## src/rtl/multi_wave_gen_pkg.sv

```systemverilog
// Shared types and constants for the multi-channel wave generator.
package mwg_pkg;

   typedef enum logic [1:0] {
      MODE_OFF   = 2'd0,
      MODE_PULSE = 2'd1,
      MODE_SAW   = 2'd2,
      MODE_TRI   = 2'd3
   } mode_e;

   localparam logic [1:0] CFG_STEP = 2'd0;
   localparam logic [1:0] CFG_DUTY = 2'd1;
   localparam logic [1:0] CFG_MODE = 2'd2;
   localparam logic [1:0] CFG_VOL  = 2'd3;

   typedef enum logic [1:0] {
      IDLE   = 2'd0,
      ACCUM  = 2'd1,
      OUTPUT = 2'd2
   } state_e;

   // Channel-select width; a single channel still gets a one-bit select.
   function automatic int unsigned ch_w(input int unsigned n);
      return (n > 1) ? $clog2(n) : 1;
   endfunction

endpackage

```

## src/rtl/multi_wave_gen_wave_shape.sv

```systemverilog
// Combinational waveform shaper and volume scaler, shared by all channels.
module wave_shape
   import mwg_pkg::*;
#(
   parameter int unsigned ACC_W = 32,
   parameter int unsigned OUT_W = 8
) (
   input  logic [1:0]       i_mode,
   input  logic [ACC_W-1:0] i_phase,
   input  logic [15:0]      i_duty,
   input  logic [7:0]       i_volume,
   output logic [OUT_W-1:0] o_scaled
);

   logic [15:0]      w_p;
   logic [OUT_W-1:0] w_tri_t;
   logic [OUT_W-1:0] w_wave;
   logic [8:0]       w_vol_p1;
   logic [OUT_W+8:0] w_prod;
   logic             w_unused;

   assign w_p     = i_phase[ACC_W-1 -: 16];
   assign w_tri_t = i_phase[ACC_W-2 -: OUT_W];

   always_comb begin
      w_wave = '0;
      case (i_mode)
         MODE_OFF:   w_wave = '0;
         MODE_PULSE: w_wave = (w_p < i_duty) ? '1 : '0;
         MODE_SAW:   w_wave = i_phase[ACC_W-1 -: OUT_W];
         MODE_TRI:   w_wave = i_phase[ACC_W-1] ? ~w_tri_t : w_tri_t;
         default:    w_wave = '0;
      endcase
   end

   // (wave * (volume + 1)) >> 8 never exceeds the all-ones wave value.
   assign w_vol_p1 = {1'b0, i_volume} + 9'd1;
   assign w_prod   = {9'd0, w_wave} * {{OUT_W{1'b0}}, w_vol_p1};
   assign o_scaled = w_prod[OUT_W+7 -: OUT_W];

   assign w_unused = ^{i_phase, w_prod[OUT_W+8]};

endmodule

```

## src/rtl/multi_wave_gen.sv

```systemverilog
// NUM_CH-channel phase-accumulator wave generator, mixed into one sample per period.
// Define MIX_SATURATE_EN for a saturating sum instead of the channel average.
module multi_wave_gen
   import mwg_pkg::*;
#(
   parameter int unsigned NUM_CH     = 4,
   parameter int unsigned ACC_W      = 32,
   parameter int unsigned OUT_W      = 8,
   parameter int unsigned SAMPLE_DIV = 2048
) (
   input  logic                      i_clk,
   input  logic                      i_rst,
   input  logic                      i_cfg_valid,
   output logic                      o_cfg_ready,
   input  logic [ch_w(NUM_CH)-1:0]   i_cfg_ch,
   input  logic [1:0]                i_cfg_addr,
   input  logic [ACC_W-1:0]          i_cfg_data,
   output logic [OUT_W-1:0]          o_amplitude,
   output logic                      o_sample_strobe
);

   localparam int unsigned CH_W   = ch_w(NUM_CH);
   localparam int unsigned LOG_CH = $clog2(NUM_CH);
   localparam int unsigned SUM_W  = OUT_W + LOG_CH;
   localparam int unsigned DIV_W  = (SAMPLE_DIV > 1) ? $clog2(SAMPLE_DIV) : 1;

   if (SAMPLE_DIV <= NUM_CH + 2) begin : g_bad_div
      $error("SAMPLE_DIV must exceed NUM_CH+2");
   end
   if ((NUM_CH < 1) || (NUM_CH > 16) || ((NUM_CH & (NUM_CH - 1)) != 0)) begin : g_bad_ch
      $error("NUM_CH must be a power of 2 in 1..16");
   end
   if (ACC_W < 16) begin : g_bad_acc
      $error("ACC_W must be at least 16");
   end

   state_e           r_state, w_state_next;
   logic [DIV_W-1:0] r_div;
   logic             r_tick;
   logic [CH_W-1:0]  r_idx;
   logic [SUM_W-1:0] r_sum;
   logic [OUT_W-1:0] r_amp;

   logic [ACC_W-1:0] r_step  [NUM_CH];
   logic [ACC_W-1:0] r_phase [NUM_CH];
   logic [15:0]      r_duty  [NUM_CH];
   logic [1:0]       r_mode  [NUM_CH];
   logic [7:0]       r_vol   [NUM_CH];

   logic [ACC_W-1:0] w_cur_phase;
   logic [15:0]      w_cur_duty;
   logic [1:0]       w_cur_mode;
   logic [7:0]       w_cur_vol;
   logic [OUT_W-1:0] w_scaled;
   logic [SUM_W-1:0] w_sum_next;
   logic [OUT_W-1:0] w_mix;
   logic             w_last;
   logic             w_div_wrap;
   logic             w_cfg_fire;
   logic             w_unused;

   always_comb begin
      w_cur_phase = '0;
      w_cur_duty  = '0;
      w_cur_mode  = '0;
      w_cur_vol   = '0;
      for (int c = 0; c < NUM_CH; c++) begin
         if (r_idx == CH_W'(c)) begin
            w_cur_phase = r_phase[c];
            w_cur_duty  = r_duty[c];
            w_cur_mode  = r_mode[c];
            w_cur_vol   = r_vol[c];
         end
      end
   end

   wave_shape #(
      .ACC_W (ACC_W),
      .OUT_W (OUT_W)
   ) u_wave_shape (
      .i_mode   (w_cur_mode),
      .i_phase  (w_cur_phase),
      .i_duty   (w_cur_duty),
      .i_volume (w_cur_vol),
      .o_scaled (w_scaled)
   );

   assign w_sum_next = r_sum + SUM_W'(w_scaled);
   assign w_last     = (r_idx == CH_W'(NUM_CH - 1));
   assign w_div_wrap = (r_div == DIV_W'(SAMPLE_DIV - 1));
   assign w_cfg_fire = i_cfg_valid & o_cfg_ready;

`ifdef MIX_SATURATE_EN
   assign w_mix = (w_sum_next > SUM_W'({OUT_W{1'b1}})) ? '1 : w_sum_next[OUT_W-1:0];
`else
   assign w_mix = w_sum_next[SUM_W-1 -: OUT_W];
`endif

   assign w_unused = ^w_sum_next;

   always_comb begin
      w_state_next = r_state;
      case (r_state)
         IDLE:    if (r_tick) w_state_next = ACCUM;
         ACCUM:   if (w_last) w_state_next = OUTPUT;
         OUTPUT:  w_state_next = IDLE;
         default: w_state_next = IDLE;
      endcase
   end

   always_ff @(posedge i_clk) begin
      if (i_rst) begin
         r_state <= IDLE;
         r_div   <= '0;
         r_tick  <= 1'b0;
         r_idx   <= '0;
         r_sum   <= '0;
         r_amp   <= '0;
         for (int c = 0; c < NUM_CH; c++) begin
            r_step[c]  <= '0;
            r_phase[c] <= '0;
            r_duty[c]  <= '0;
            r_mode[c]  <= '0;
            r_vol[c]   <= '0;
         end
      end else begin
         r_state <= w_state_next;
         r_div   <= w_div_wrap ? '0 : r_div + DIV_W'(1);
         // Registered so the tick lands in the cycle the divider reads 0 after wrapping.
         r_tick  <= w_div_wrap;
         if ((r_state == IDLE) && r_tick) begin
            r_idx <= '0;
            r_sum <= '0;
         end
         if (r_state == ACCUM) begin
            r_idx <= r_idx + CH_W'(1);
            r_sum <= w_sum_next;
            if (w_last) r_amp <= w_mix;
         end
         for (int c = 0; c < NUM_CH; c++) begin
            if ((r_state == ACCUM) && (r_idx == CH_W'(c)) && (r_mode[c] != MODE_OFF)) begin
               r_phase[c] <= r_phase[c] + r_step[c];
            end
            // Writes only land in IDLE, so they never race the phase update above.
            if (w_cfg_fire && (i_cfg_ch == CH_W'(c))) begin
               case (i_cfg_addr)
                  CFG_STEP: r_step[c] <= i_cfg_data;
                  CFG_DUTY: r_duty[c] <= i_cfg_data[15:0];
                  CFG_MODE: begin
                     r_mode[c]  <= i_cfg_data[1:0];
                     r_phase[c] <= '0;
                  end
                  CFG_VOL:  r_vol[c] <= i_cfg_data[7:0];
                  default:  ;
               endcase
            end
         end
      end
   end

   assign o_cfg_ready     = (r_state == IDLE);
   assign o_amplitude     = r_amp;
   assign o_sample_strobe = (r_state == OUTPUT);

endmodule

```

## config.mk

```make
export PLATFORM = sky130hd
export DESIGN_NAME = multi_wave_gen
export DESIGN_NICKNAME = d
export VERILOG_FILES = /design/src/rtl/multi_wave_gen_pkg.sv /design/src/rtl/multi_wave_gen_wave_shape.sv /design/src/rtl/multi_wave_gen.sv
export SDC_FILE = /design/constraint.sdc
export NUM_CORES = 1
export LEC_CHECK = 0
export ABC_AREA = 1
export BUFFER_PORTS_ARGS = -buffer_cell sky130_fd_sc_hd__buf_2
export CAP_MARGIN = 30
export CORE_MARGIN = 4
export CORE_UTILIZATION = 35
export DETAILED_ROUTE_END_ITERATION = 8
export GPL_TIMING_DRIVEN = 0
export PLACE_DENSITY = 0.5
export SYNTH_ARGS = -nofsm -noshare
export SYNTH_HDL_FRONTEND = slang
export SYNTH_SLANG_ARGS = --single-unit
```

## constraint.sdc

```tcl
create_clock -name i_clk -period 14.1 [get_ports i_clk]
set_input_delay 2.82 -clock i_clk [delete_from_list [all_inputs] [get_ports i_clk]]
set_output_delay 2.82 -clock i_clk [all_outputs]
set_load 0.03 [all_outputs]
```

=== Word level (Yosys, flattened, before mapping) ===
Memories as Yosys holds them, arrays and structs flattened.
Cells that the tools add are included.

* Add/sub/neg operators: 8
* Multiply operators: 1
* Div/mod/pow operators: 0
* Magnitude comparators: 1
* Eq/ne operators: 17
* Shifts and indexed selects: 0
* Multiplexer cells: 116
* Bitwise gates (word level): 26
* Reductions and logical operators: 26

{| class="wikitable"
|+ Operator list
! cell !! number
|-
| 2-to-1 mux 32 bit || 16
|-
| adder 32 bit || 4
|-
| 2-to-1 mux 16 bit || 8
|-
| 2-to-1 mux 8 bit || 10
|-
| 2-to-1 mux 1 bit || 66
|-
| case mux 8 bit (4 select lines) || 1
|-
| 2-to-1 mux 2 bit || 12
|-
| bitwise OR 1 bit || 24
|-
| 2-to-1 mux 10 bit || 2
|-
| == test 2 bit (second input constant) || 9
|-
| less-than comparator 16 bit || 1
|-
| multiplier 8 x 9 -> 16 bit || 1
|-
| logical AND 1 bit || 13
|-
| adder 11 x 1 -> 11 bit (second input constant) || 1
|-
| == test 11 bit (second input constant) || 1
|-
| adder 10 x 8 -> 10 bit || 1
|-
| == test 2 x 1 -> 1 bit (second input constant) || 5
|-
| zero test 2 bit || 5
|-
| nonzero test 2 bit || 5
|-
| adder 8 x 1 -> 9 bit (second input constant) || 1
|-
| NOT 8 bit || 1
|-
| case mux 2 bit (2 select lines) || 1
|-
| AND reduction 2 bit || 2
|-
| adder 2 x 1 -> 2 bit (second input constant) || 1
|-
| 4 further kinds || 4
|}

* Register bits after elaboration: 34
* Bits in latches: 0
* RAM bits: 360
* ROM bits: 0
* Word-level logic and storage cells: 206
* Memories: 5

{| class="wikitable"
|+ Memory list
! name !! depth !! bits a word !! read ports !! clocked after memory_dff !! write ports !! RTL line !! text
|-
| r_phase || 4 || 32 || 4 || 0 || 4 || multi_wave_gen.sv:45 || <nowiki>logic [ACC_W-1:0] r_phase [NUM_CH];</nowiki>
|-
| r_step || 4 || 32 || 4 || 0 || 4 || multi_wave_gen.sv:44 || <nowiki>logic [ACC_W-1:0] r_step [NUM_CH];</nowiki>
|-
| r_duty || 4 || 16 || 4 || 0 || 4 || multi_wave_gen.sv:46 || <nowiki>logic [15:0] r_duty [NUM_CH];</nowiki>
|-
| r_vol || 4 || 8 || 4 || 0 || 4 || multi_wave_gen.sv:48 || <nowiki>logic [7:0] r_vol [NUM_CH];</nowiki>
|-
| r_mode || 4 || 2 || 4 || 0 || 4 || multi_wave_gen.sv:47 || <nowiki>logic [1:0] r_mode [NUM_CH];</nowiki>
|}

=== Depth between registers and ports, before layout ===
Gate-level depths: netlist of the first run.

* Depth after elaboration: 11
* Mapped depth: 52
* Mapped depth without buffers: 50

=== By module ===
From an unflattened synthesis of the first run, not the netlist that was laid out.

* Cell total of the unflattened synthesis: 3832
* Area, all modules: 28653.7 µm²

{| class="wikitable"
|+ Modules (own cells, without submodules)
! module !! times used !! cells an instance !! area each (µm²) !! sequential area each (µm²)
|-
| multi_wave_gen || 1 || 3401 || 25707.2 || 11491.0
|-
| wave_shape || 1 || 431 || 2946.6 || 0.0
|}

=== Worst setup path before layout of the first run ===
No wires, ideal clock.

* Path type: register to register
* Start: reg r_idx[1]
* End: reg r_sum[8]
* Data arrival time: 7630 ps
* Required time: 14029 ps
* Path slack: 6400 ps
* Stages on the path, launching flop included: 41
* Cell sequence: dfxtp_1 inv_1 ha_1 buf_6 nor2_8 buf_4 clkbuf_1 a22oi_1 o21ai_0 o21ai_0 ha_1 a21oi_1 o21ai_0 nor4_4 nand2_4 nand2_1 nand2_1 fa_1 [... 5 more ...] inv_1 ha_1 a21oi_1 o21ai_0 o21bai_2 xor2_1 ha_1 fa_1 a21oi_1 o21bai_1 a21oi_1 nor2_1 o21ai_0 nand2_1 a21oi_1 xor2_1 nand2_1 a21oi_1

* Longest elaborated chain between the ends: 11
* Elaborated cells between the ends (all ways): 33

{| class="wikitable"
|+ RTL lines
! what !! RTL line !! text
|-
| start: declaration || multi_wave_gen.sv:40 || <nowiki>logic [CH_W-1:0] r_idx;</nowiki>
|-
| start signal: assignment || multi_wave_gen.sv:136 || <nowiki>r_idx <= r_idx + CH_W'(1);</nowiki>
|-
| zero test 2 bit || multi_wave_gen.sv:68 || <nowiki>if (r_idx == CH_W'(c)) begin</nowiki>
|-
| 2-to-1 mux 32 bit / 2-to-1 mux 16 bit (equally long branches) (4 in series) || multi_wave_gen.sv:68 ||
|-
| less-than comparator 16 bit / NOT 8 bit (equally long branches) || multi_wave_gen_wave_shape.sv:29, multi_wave_gen_wave_shape.sv:31 ||
|-
| 2-to-1 mux 8 bit, on equally long branches || multi_wave_gen_wave_shape.sv:29, multi_wave_gen_wave_shape.sv:31 ||
|-
| case mux 8 bit (4 select lines) || multi_wave_gen_wave_shape.sv:27 || <nowiki>case (i_mode)</nowiki>
|-
| multiplier 8 x 9 -> 16 bit (*) || multi_wave_gen_wave_shape.sv:38 || <nowiki>assign w_prod = {9'd0, w_wave} * {{OUT_W{1'b0}}, w_vol_p1};</nowiki>
|-
| adder 10 x 8 -> 10 bit (*) || multi_wave_gen.sv:88 || <nowiki>assign w_sum_next = r_sum + SUM_W'(w_scaled);</nowiki>
|-
| 2-to-1 mux 10 bit (*) || multi_wave_gen.sv:135 || <nowiki>if (r_state == ACCUM) begin</nowiki>
|-
| end signal: assignment || multi_wave_gen.sv:137 || <nowiki>r_sum <= w_sum_next;</nowiki>
|-
| end: declaration || multi_wave_gen.sv:41 || <nowiki>logic [SUM_W-1:0] r_sum;</nowiki>
|}

Mark *: on every way between the ends. The rest lies on a longest branch, timed or not.
A chain may end at the register's enable or synchronous reset.

=== Final worst setup path of the first run ===
* Start: reg r_idx[0]
* End: reg r_sum[8]

The elaborated chain is that of the path after synthesis.

==> flow_summary.ini, run 1 <==
[worst_hold_path]
worstHoldStart = r_div[0]$_SDFF_PP0_
whs_path_depth = 1
hold_path.class = reg2reg
hold_end = r_div[0]$_SDFF_PP0_

[drt]
wl_mm = 78.0
vias = 20506
viasPerCell = 5.22
routedWlPerCell_um = 19.9
drcViolationCount = 0
ant_nets = 0
first_iter_violations = 1653
dr.pass1.iters = 6

[critical_path]
cpLargestDelayFamily = adder cells
start_kind = register
cp.depth = 41
r2r_cells = 41
endpoint_kind = register
r2r-start = r_idx[0]$_SDFFE_PP0P_
r2r_slack_ns = 4.67
crit_type = reg2reg
rr_endpoint = r_sum[8]$_SDFFE_PP0P_
critPathBufInv = 7
worstPathMaxFanout = 10
critPathMaxStageDelay_ns = 0.55
cp.required_ns = 14.62
worst_path_max_delay_cell = fa_1
worstPathArrival_ns = 9.95

[cts]
ctsResizeCount = 0
path_clk_slew_ns = 0.07
clockBufferDepth = 3
htree_levels = 2
cts_setup_buffers = 0
holdBufCountCts = 0
cts_buffers = 47
clock_sinks = 394
clkLatencyLatePin_ns = 0.60
cts_root_buf = clkbuf_16
cts_tree = built

[timing]
slew_headroom = 0.267
fmax_ghz = 0.106
rsz0062_at_grt = false
setup_tns_ns = 0
finalCriticalPeriod_ns = 9.43
setup_viol = 0
skew_ns = 0.0352
tightest_slew_ns = 1.09
min_period_over_period = 0.669
slew_violations = 0
hold_viol = 0

[global_route]
grt_usage = 0.204
first_global_vias = 20101
antenna_found_initial = 4
grt_max_degree = 33
grt_pass1_wl_mm = 119
overflow = 0

[die]
start_util = 0.355
die_area_mm2 = 0.0759
die_h_um = 275
ios = 49
core_mm2 = 0.0705
std_cell_rows = 97
die_w_um = 275

[yosys]
yosysWarnings = 0
synthTopCellsByArea = edfxtp_1, ha_1, nor2_1
yosysUniqueCellTypes = 63
synthFlopType = edfxtp_1
async_flop_share = 0
synth_edf_count = 360
yosysSeqAreaShare = 0.459
yosys.area.top_type_share = 0.432
synthCells = 2838
synth_seq_cells = 394
yosysTopAreaCell = edfxtp_1
syn_area_per_cell_um2 = 8.82
synth_area_mm2 = 0.0250
synth_nets = 3107

[power_and_ir_drop]
power_frac_clock = 0.429
p_leak_nw = 12.4
p_comb_frac = 0.133
p_int_mw = 2.23
sw_frac_of_total = 0.270
p_switching_mw = 0.828
irDropWorstVdd_mv = 0.0836
pwr-share-seq = 0.438
power_density_mw_per_mm2 = 108

[finish]
seq_area_mm2 = 0.0115
drive_gt1_frac = 0.0664
fill_cells = 7049
syn2layout_area_growth_pct = 13.3
multi_input_area_mm2 = 0.0120
layout.nets = 3216
stdcell_area_mm2 = 0.0284

[placement]
buffer_ports.inserted = 48
detailed_place_hpwl_mm = 60.0
place_area_mm2 = 0.0267
gp_congestion = 0.901

[run_status]
status = complete, no violations

[run]
cap_viol_max_count = 0
[through the flow]
step	cells	setup WS [ns]	utilization	total power, mW	hold slack, ns
after floorplan	2838	6.40	-	1.63	0.418
after global placement	3826	4.81	0.375	1.76	0.428
after detailed placement	3838	4.69	0.379	1.77	0.465
after CTS	3924	4.64	0.402	3.09	0.474
after global routing	3924	4.00	0.402	3.19	0.494
final	3926	4.67	0.402	3.06	0.462
[Yosys cell counts, types with 5 or more instances]
library cell and count:
dfxtp_1 34, a31oi_1 21, o21ai_1 21, o21ai_0 147, a22oi_1 28, nor3_1 27
o21a_1 49, o21bai_1 7, clkbuf_1 47, xor2_1 20, inv_2 8, nor2_1 502
inv_1 341, a21oi_1 302, ha_1 185, fa_1 45, a21o_1 5, buf_1 7
nand4_1 22, edfxtp_1 360, or2_2 6, a21boi_0 12, o221ai_1 8, a221oi_1 15
buf_6 6, o31ai_1 15, nand3_1 86, nand2_1 422, o21ai_2 8, xnor2_1 12
a21boi_1 8
[power groups by stage]
stage | Sequential, mW | Clock (mW) | Combinational (mW)
after CTS | 1.34 | 1.34 | 0.408
after detailed placement | 1.36 | 0 | 0.406
after floorplan | 1.35 | 0 | 0.277
final | 1.34 | 1.31 | 0.408
after global placement | 1.37 | 0 | 0.394
after global routing | 1.34 | 1.39 | 0.464
[routing by layer]
metal	vias up	track usage	share of wire
met5	-	0	0.00018
met4	2	0.0509	0.023
met3	81	0.0263	0.061
met2	570	0.327	0.45
met1	9855	0.295	0.47
li1	9998	-	-
[cells by family after synthesis]
group / count (synthesis) / share of synthesized area
simple gates: 1091 / 0.178
xor+xnor: 33 / 0.0123
fa+ha+maj: 230 / 0.128
compound gates: 672 / 0.158
flops: 394 / 0.459
buf+inv: 418 / 0.0651
[registers in the layout, summed over array words and instances, names as in the netlist, 8 cells and up]
signal	count
r_mode	8
r_phase	128
r_div	11
r_sum	10
r_duty	64
r_vol	32
o_amplitude	8
r_step	128
[worst register-to-register path: cells and delay by family, from the launching register on]
family	cells	cell delay, ns
adders and majority gates	9	3.85
buffers and inverters	7	1.19
and+or+nand+nor	10	1.18
xor gates and xnor gates	2	0.42
AOI/OAI and AO/OA	13	2.34
DFF	1	0.36
[final cells by class]
type	count	share of cell area
diodes	2	0.000176
plain buffers	67	0.0110
clock buffers	60	0.0464
clock inverters	26	0.0122
inverters	351	0.0464
multi-input cells	2026	0.421
flip-flops and latches	394	0.405
well taps	940	0.0415
repair buffers	60	0.0159
[worst max-delay path by stage]
stage                          start               endpoint  slack (ns)
2_1_floorplan  r_idx[1]$_SDFFE_PP0P_  r_sum[8]$_SDFFE_PP0P_        6.40
3_3_place_gp   r_idx[0]$_SDFFE_PP0P_  r_sum[8]$_SDFFE_PP0P_        4.81
3_5_place_dp   r_idx[0]$_SDFFE_PP0P_  r_sum[8]$_SDFFE_PP0P_        4.69
4_1_cts        r_idx[0]$_SDFFE_PP0P_  r_sum[8]$_SDFFE_PP0P_        4.64
5_1_grt        r_idx[0]$_SDFFE_PP0P_  r_sum[8]$_SDFFE_PP0P_        4.00
6_report       r_idx[0]$_SDFFE_PP0P_  r_sum[8]$_SDFFE_PP0P_        4.67
[layout by cell type, fill, tap and decap left out, types with 7 or more instances in the layout]
cell	instances
xnor2_1	12
inv_1	341
inv_2	8
o31ai_1	15
o221ai_1	8
bufinv_16	7
clkbuf_16	49
buf_6	8
nand3_1	82
a21boi_0	12
a21boi_1	8
o21ai_0	147
o21ai_2	8
o21a_1	49
a21oi_1	302
a221oi_1	15
buf_1	7
a31oi_1	21
nand2_1	418
nor2_1	502
buf_2	53
edfxtp_1	360
o21bai_1	7
dfxtp_1	34
nand4_1	22
clkbuf_1	53
o21ai_1	21
a22oi_1	28
nand2_2	8
clkinv_1	10
xor2_1	20
nor3_1	27
fa_1	45
ha_1	185
Power figures use the tool's default switching activity.
==> inputs of run 2 (changes only) <==
Clock period 14.1 ns to 9.85 ns, I/O delays scaled along.
==> flow_summary.ini, run 2 (same netlist as run 1, synthesis figures left out) <==
[run_status]
status = complete, no violations

[drt]
routedWlPerCell_um = 19.9
wl_mm = 78.0
dr.pass1.iters = 6
ant_nets = 0
viasPerCell = 5.22
vias = 20479
first_iter_violations = 1625
drcViolationCount = 0

[die]
ios = 49
die_area_mm2 = 0.0759
die_h_um = 275
core_mm2 = 0.0705
start_util = 0.355
std_cell_rows = 97
die_w_um = 275

[timing]
setup_tns_ns = 0
setup_viol = 0
tightest_slew_ns = 1.10
slew_violations = 0
hold_viol = 0
min_period_over_period = 0.935
slew_headroom = 0.262
finalCriticalPeriod_ns = 9.21
finalWorstSetupSlack_ns = 0.636
skew_ns = 0.0337
fmax_ghz = 0.109
rsz0062_at_grt = false

[worst_hold_path]
hold_path.class = reg2reg

[cts]
clkLatencyLatePin_ns = 0.60
cts_tree = built
cts_setup_buffers = 0
clockBufferDepth = 3
clock_sinks = 394
cts_root_buf = clkbuf_16
holdBufCountCts = 0
cts_buffers = 47
path_clk_slew_ns = 0.07
ctsResizeCount = 0
htree_levels = 2

[global_route]
grt_pass1_wl_mm = 119
antenna_found_initial = 4
overflow = 0
grt_max_degree = 33
grt_usage = 0.204
first_global_vias = 20101

[placement]
buffer_ports.inserted = 48
gp_congestion = 0.901
detailed_place_hpwl_mm = 60.0
place_area_mm2 = 0.0267
post-place-ws_ns = 0.438

[power_and_ir_drop]
p_leak_nw = 12.4
power_density_mw_per_mm2 = 154
total_power_mw = 4.38
irDropWorstVdd_mv = 0.120

[critical_path]
worst_path_max_delay_cell = fa_1
start_kind = register
cp.required_ns = 10.37
worstPathMaxFanout = 10
critPathMaxStageDelay_ns = 0.56
path_common_cell = a21oi_1
crit_type = reg2reg
r2r_slack_ns = 0.64
worstPathArrival_ns = 9.73
endpoint_kind = register

[finish]
reg.largest.list = r_phase (128), r_step (128), r_duty (64)
drive_gt1_frac = 0.0674
postLayoutCoreUtil = 0.402
stdcell_area_mm2 = 0.0284
syn2layout_area_growth_pct = 13.3
layout.nets = 3216
final_cell_mix = nor2_1, nand2_1, edfxtp_1
mostFrequentLayoutCell = nor2_1

[run]
cap_viol_max_count = 0
-- run 2: cell counts in the layout (fill, tap and decap cells not counted) --
Identical to the previous run, type by type.
-- run 2: area by class of cell --
| class | count | area, um2 |
|---|---|---|
| Multi-Input combinational cell | 2026 | 12000 |
| Inverter | 351 | 1320 |
| Timing Repair Buffer | 60 | 450 |
| Fill cell | 7048 | 42100 |
| Sequential cell | 394 | 11500 |
| Buffer | 67 | 315 |
| Clock buffer | 60 | 1320 |
| Clock inverter | 26 | 347 |
| Antenna cell | 2 | 5.00 |
| Tap cell | 940 | 1180 |
-- run 2: path summary, 6_finish.rpt --
kind                    startpoint                    end  cells past startpoint
max          r_idx[0]$_SDFFE_PP0P_  r_sum[8]$_SDFFE_PP0P_                     42
min            r_div[0]$_SDFF_PP0_    r_div[0]$_SDFF_PP0_                      1
max reg2reg  r_idx[0]$_SDFFE_PP0P_  r_sum[8]$_SDFFE_PP0P_                     42
min reg2reg    r_div[0]$_SDFF_PP0_    r_div[0]$_SDFF_PP0_                      1
-- run 2: metal layers --
metal	part of all wire	up-vias	wire length, um	global-route usage
met5	0.00018	-	14	0
met4	0.023	2	1800	0.0509
met3	0.060	86	4650	0.0263
met2	0.45	556	34800	0.327
met1	0.47	9838	36800	0.295
li1	-	9997	-	-
-- run 2: per-stage QoR --
| stage | hold WS [ns] | std cells |
|---|---|---|
| 3_5_place_dp | 0.465 | 3838 |
| 6_report | 0.462 | 3926 |
| 4_1_cts | 0.474 | 3924 |
| 5_1_grt | 0.494 | 3924 |
| 3_3_place_gp | 0.428 | 3826 |
| 2_1_floorplan | 0.418 | 2838 |
-- run 2: critical path, delay by kind of cell, from the launching register on --
kind                     cells  cell delay [ns]
flip-flops                   1             0.43
AND/OR/NAND/NOR              8             0.93
XOR/XNOR                     2             0.42
AO/OA/AOI/OAI               14             1.97
buffers and inverters        9             1.66
adder cells (fa/ha/maj)      9             3.70
-- run 2: power breakdown --
group          total [mW]  leakage, nW  internal [mW]  switching [mW]
Sequential           1.92         3.99           1.89          0.0322
Clock                1.88        0.816           1.13           0.746
Combinational       0.584         7.58          0.178           0.406
Total                4.38         12.4           3.20            1.18
==> inputs of run 3 (changes only) <==
Settings changed: CORE_MARGIN 4 to 1, PLACE_DENSITY 0.5 to 0.49, SYNTH_HIERARCHICAL set to 1.
==> flow_summary.ini, run 3 <==
[run_status]
status = complete, no violations

[global_route]
grt_pass1_wl_mm = 135
first_global_vias = 22840
overflow = 0
grt_max_degree = 33
grt_usage = 0.217
antenna_found_initial = 1

[drt]
vias = 23958
first_iter_violations = 1907
ant_nets = 0
drcViolationCount = 0
viasPerCell = 4.83
wl_mm = 88.8
dr.pass1.iters = 6
routedWlPerCell_um = 17.9

[placement]
place_area_mm2 = 0.0301
detailed_place_hpwl_mm = 69.5
place_inst = 4875
post-place-ws_ns = 0.855
buffer_ports.inserted = 47
gp_congestion = 0.926

[yosys]
synth_area_mm2 = 0.0283
synthCells = 3763
yosysWarnings = 6
syn_area_per_cell_um2 = 7.51
synth_nets = 4032

[timing]
setup_tns_ns = 0
slew_violations = 0
min_period_over_period = 0.924
rsz0062_at_grt = false
tightest_slew_ns = 1.06
slew_headroom = 0.287
finalCriticalPeriod_ns = 9.10
setup_viol = 0
skew_ns = 0.0181
finalWorstSetupSlack_ns = 0.752
fmax_ghz = 0.110
whs_ns = 0.462
hold_viol = 0

[cts]
ctsResizeCount = 0
clock_sinks = 394
htree_levels = 2
path_clk_slew_ns = 0.06
cts_buffers = 49
holdBufCountCts = 0
cts_setup_buffers = 0
cts_root_buf = clkbuf_16
clkLatencyLatePin_ns = 0.60
cts_tree = built
clockBufferDepth = 3

[critical_path]
worstPathArrival_ns = 9.63
crit_type = reg2reg
critPathMaxStageDelay_ns = 0.91
critPathBufInv = 10
worstPathMaxFanout = 10
cp.depth = 40
worst_path_max_delay_cell = o31ai_1
start_kind = register
r2r_cells = 40
path_common_cell = nand2_1
endpoint_kind = register
cpLargestDelayFamily = adder cells
cp.required_ns = 10.39

[worst_hold_path]
whs_path_depth = 1
hold_path.class = reg2reg

[finish]
instances_no_fill = 4962
final_cell_mix = nand2_1, inv_1, nor2_1
stdcell_area_mm2 = 0.0317
mostFrequentLayoutCell = nand2_1
reg.largest.list = r_phase (128), r_step (128), r_duty (64)
fill_cells = 8381
drive_gt1_frac = 0.0580
layout.nets = 4145
syn2layout_area_growth_pct = 12.2

[run]
cap_viol_max_count = 0

[die]
std_cell_rows = 103
die_h_um = 286
core_mm2 = 0.0794
die_area_mm2 = 0.0819
start_util = 0.356
die_w_um = 286
ios = 49

[power_and_ir_drop]
p_leak_nw = 15.8
irDropWorstVdd_mv = 0.130
power_density_mw_per_mm2 = 139
==> run 3: layer usage <==
layer / global-route usage / vias to the layer above / wire length (um)
met3: 0.0254 / 103 / 3980
li1: - / 12234 / -
met2: 0.352 / 488 / 39900
met5: 0 / - / 0
met1: 0.305 / 11133 / 42400
met4: 0.0603 / 0 / 2410
==> run 3: area by class of cell <==
cell class,count,area [um2],area share
Antenna cell,1,2.50,0.0000789
Buffer,77,390,0.0123
Clock buffer,60,1270,0.0400
Clock inverter,26,310,0.00979
Inverter,681,2560,0.0806
Multi-Input combinational cell,2611,13800,0.437
Sequential cell,394,11500,0.362
Tap cell,1050,1310,0.0414
Timing Repair Buffer,62,520,0.0164
==> run 3: worst paths after layout <==
kind / from / end / slack (ns)
min: r_div[0]$_SDFF_PP0_ / r_div[0]$_SDFF_PP0_ / 0.46
min reg2reg: r_div[0]$_SDFF_PP0_ / r_div[0]$_SDFF_PP0_ / 0.46
max: r_idx[1]$_SDFFE_PP0P_ / o_amplitude[7]$_SDFFE_PP0P_ / 0.75
max reg2reg: r_idx[1]$_SDFFE_PP0P_ / o_amplitude[7]$_SDFFE_PP0P_ / 0.75
==> run 3: stage by stage <==
| stage | util | power [mW] |
|---|---|---|
| 2_1_floorplan | - | 2.39 |
| 3_3_place_gp | 0.375 | 2.61 |
| 3_5_place_dp | 0.379 | 2.62 |
| 4_1_cts | 0.399 | 4.46 |
| 5_1_grt | 0.399 | 4.61 |
| 6_report | 0.399 | 4.42 |
==> run 3: where the power goes <==
| part | internal, mW | switching (mW) |
|---|---|---|
| clock network | 1.07 | 0.759 |
| logic | 0.204 | 0.464 |
| registers | 1.89 | 0.0310 |
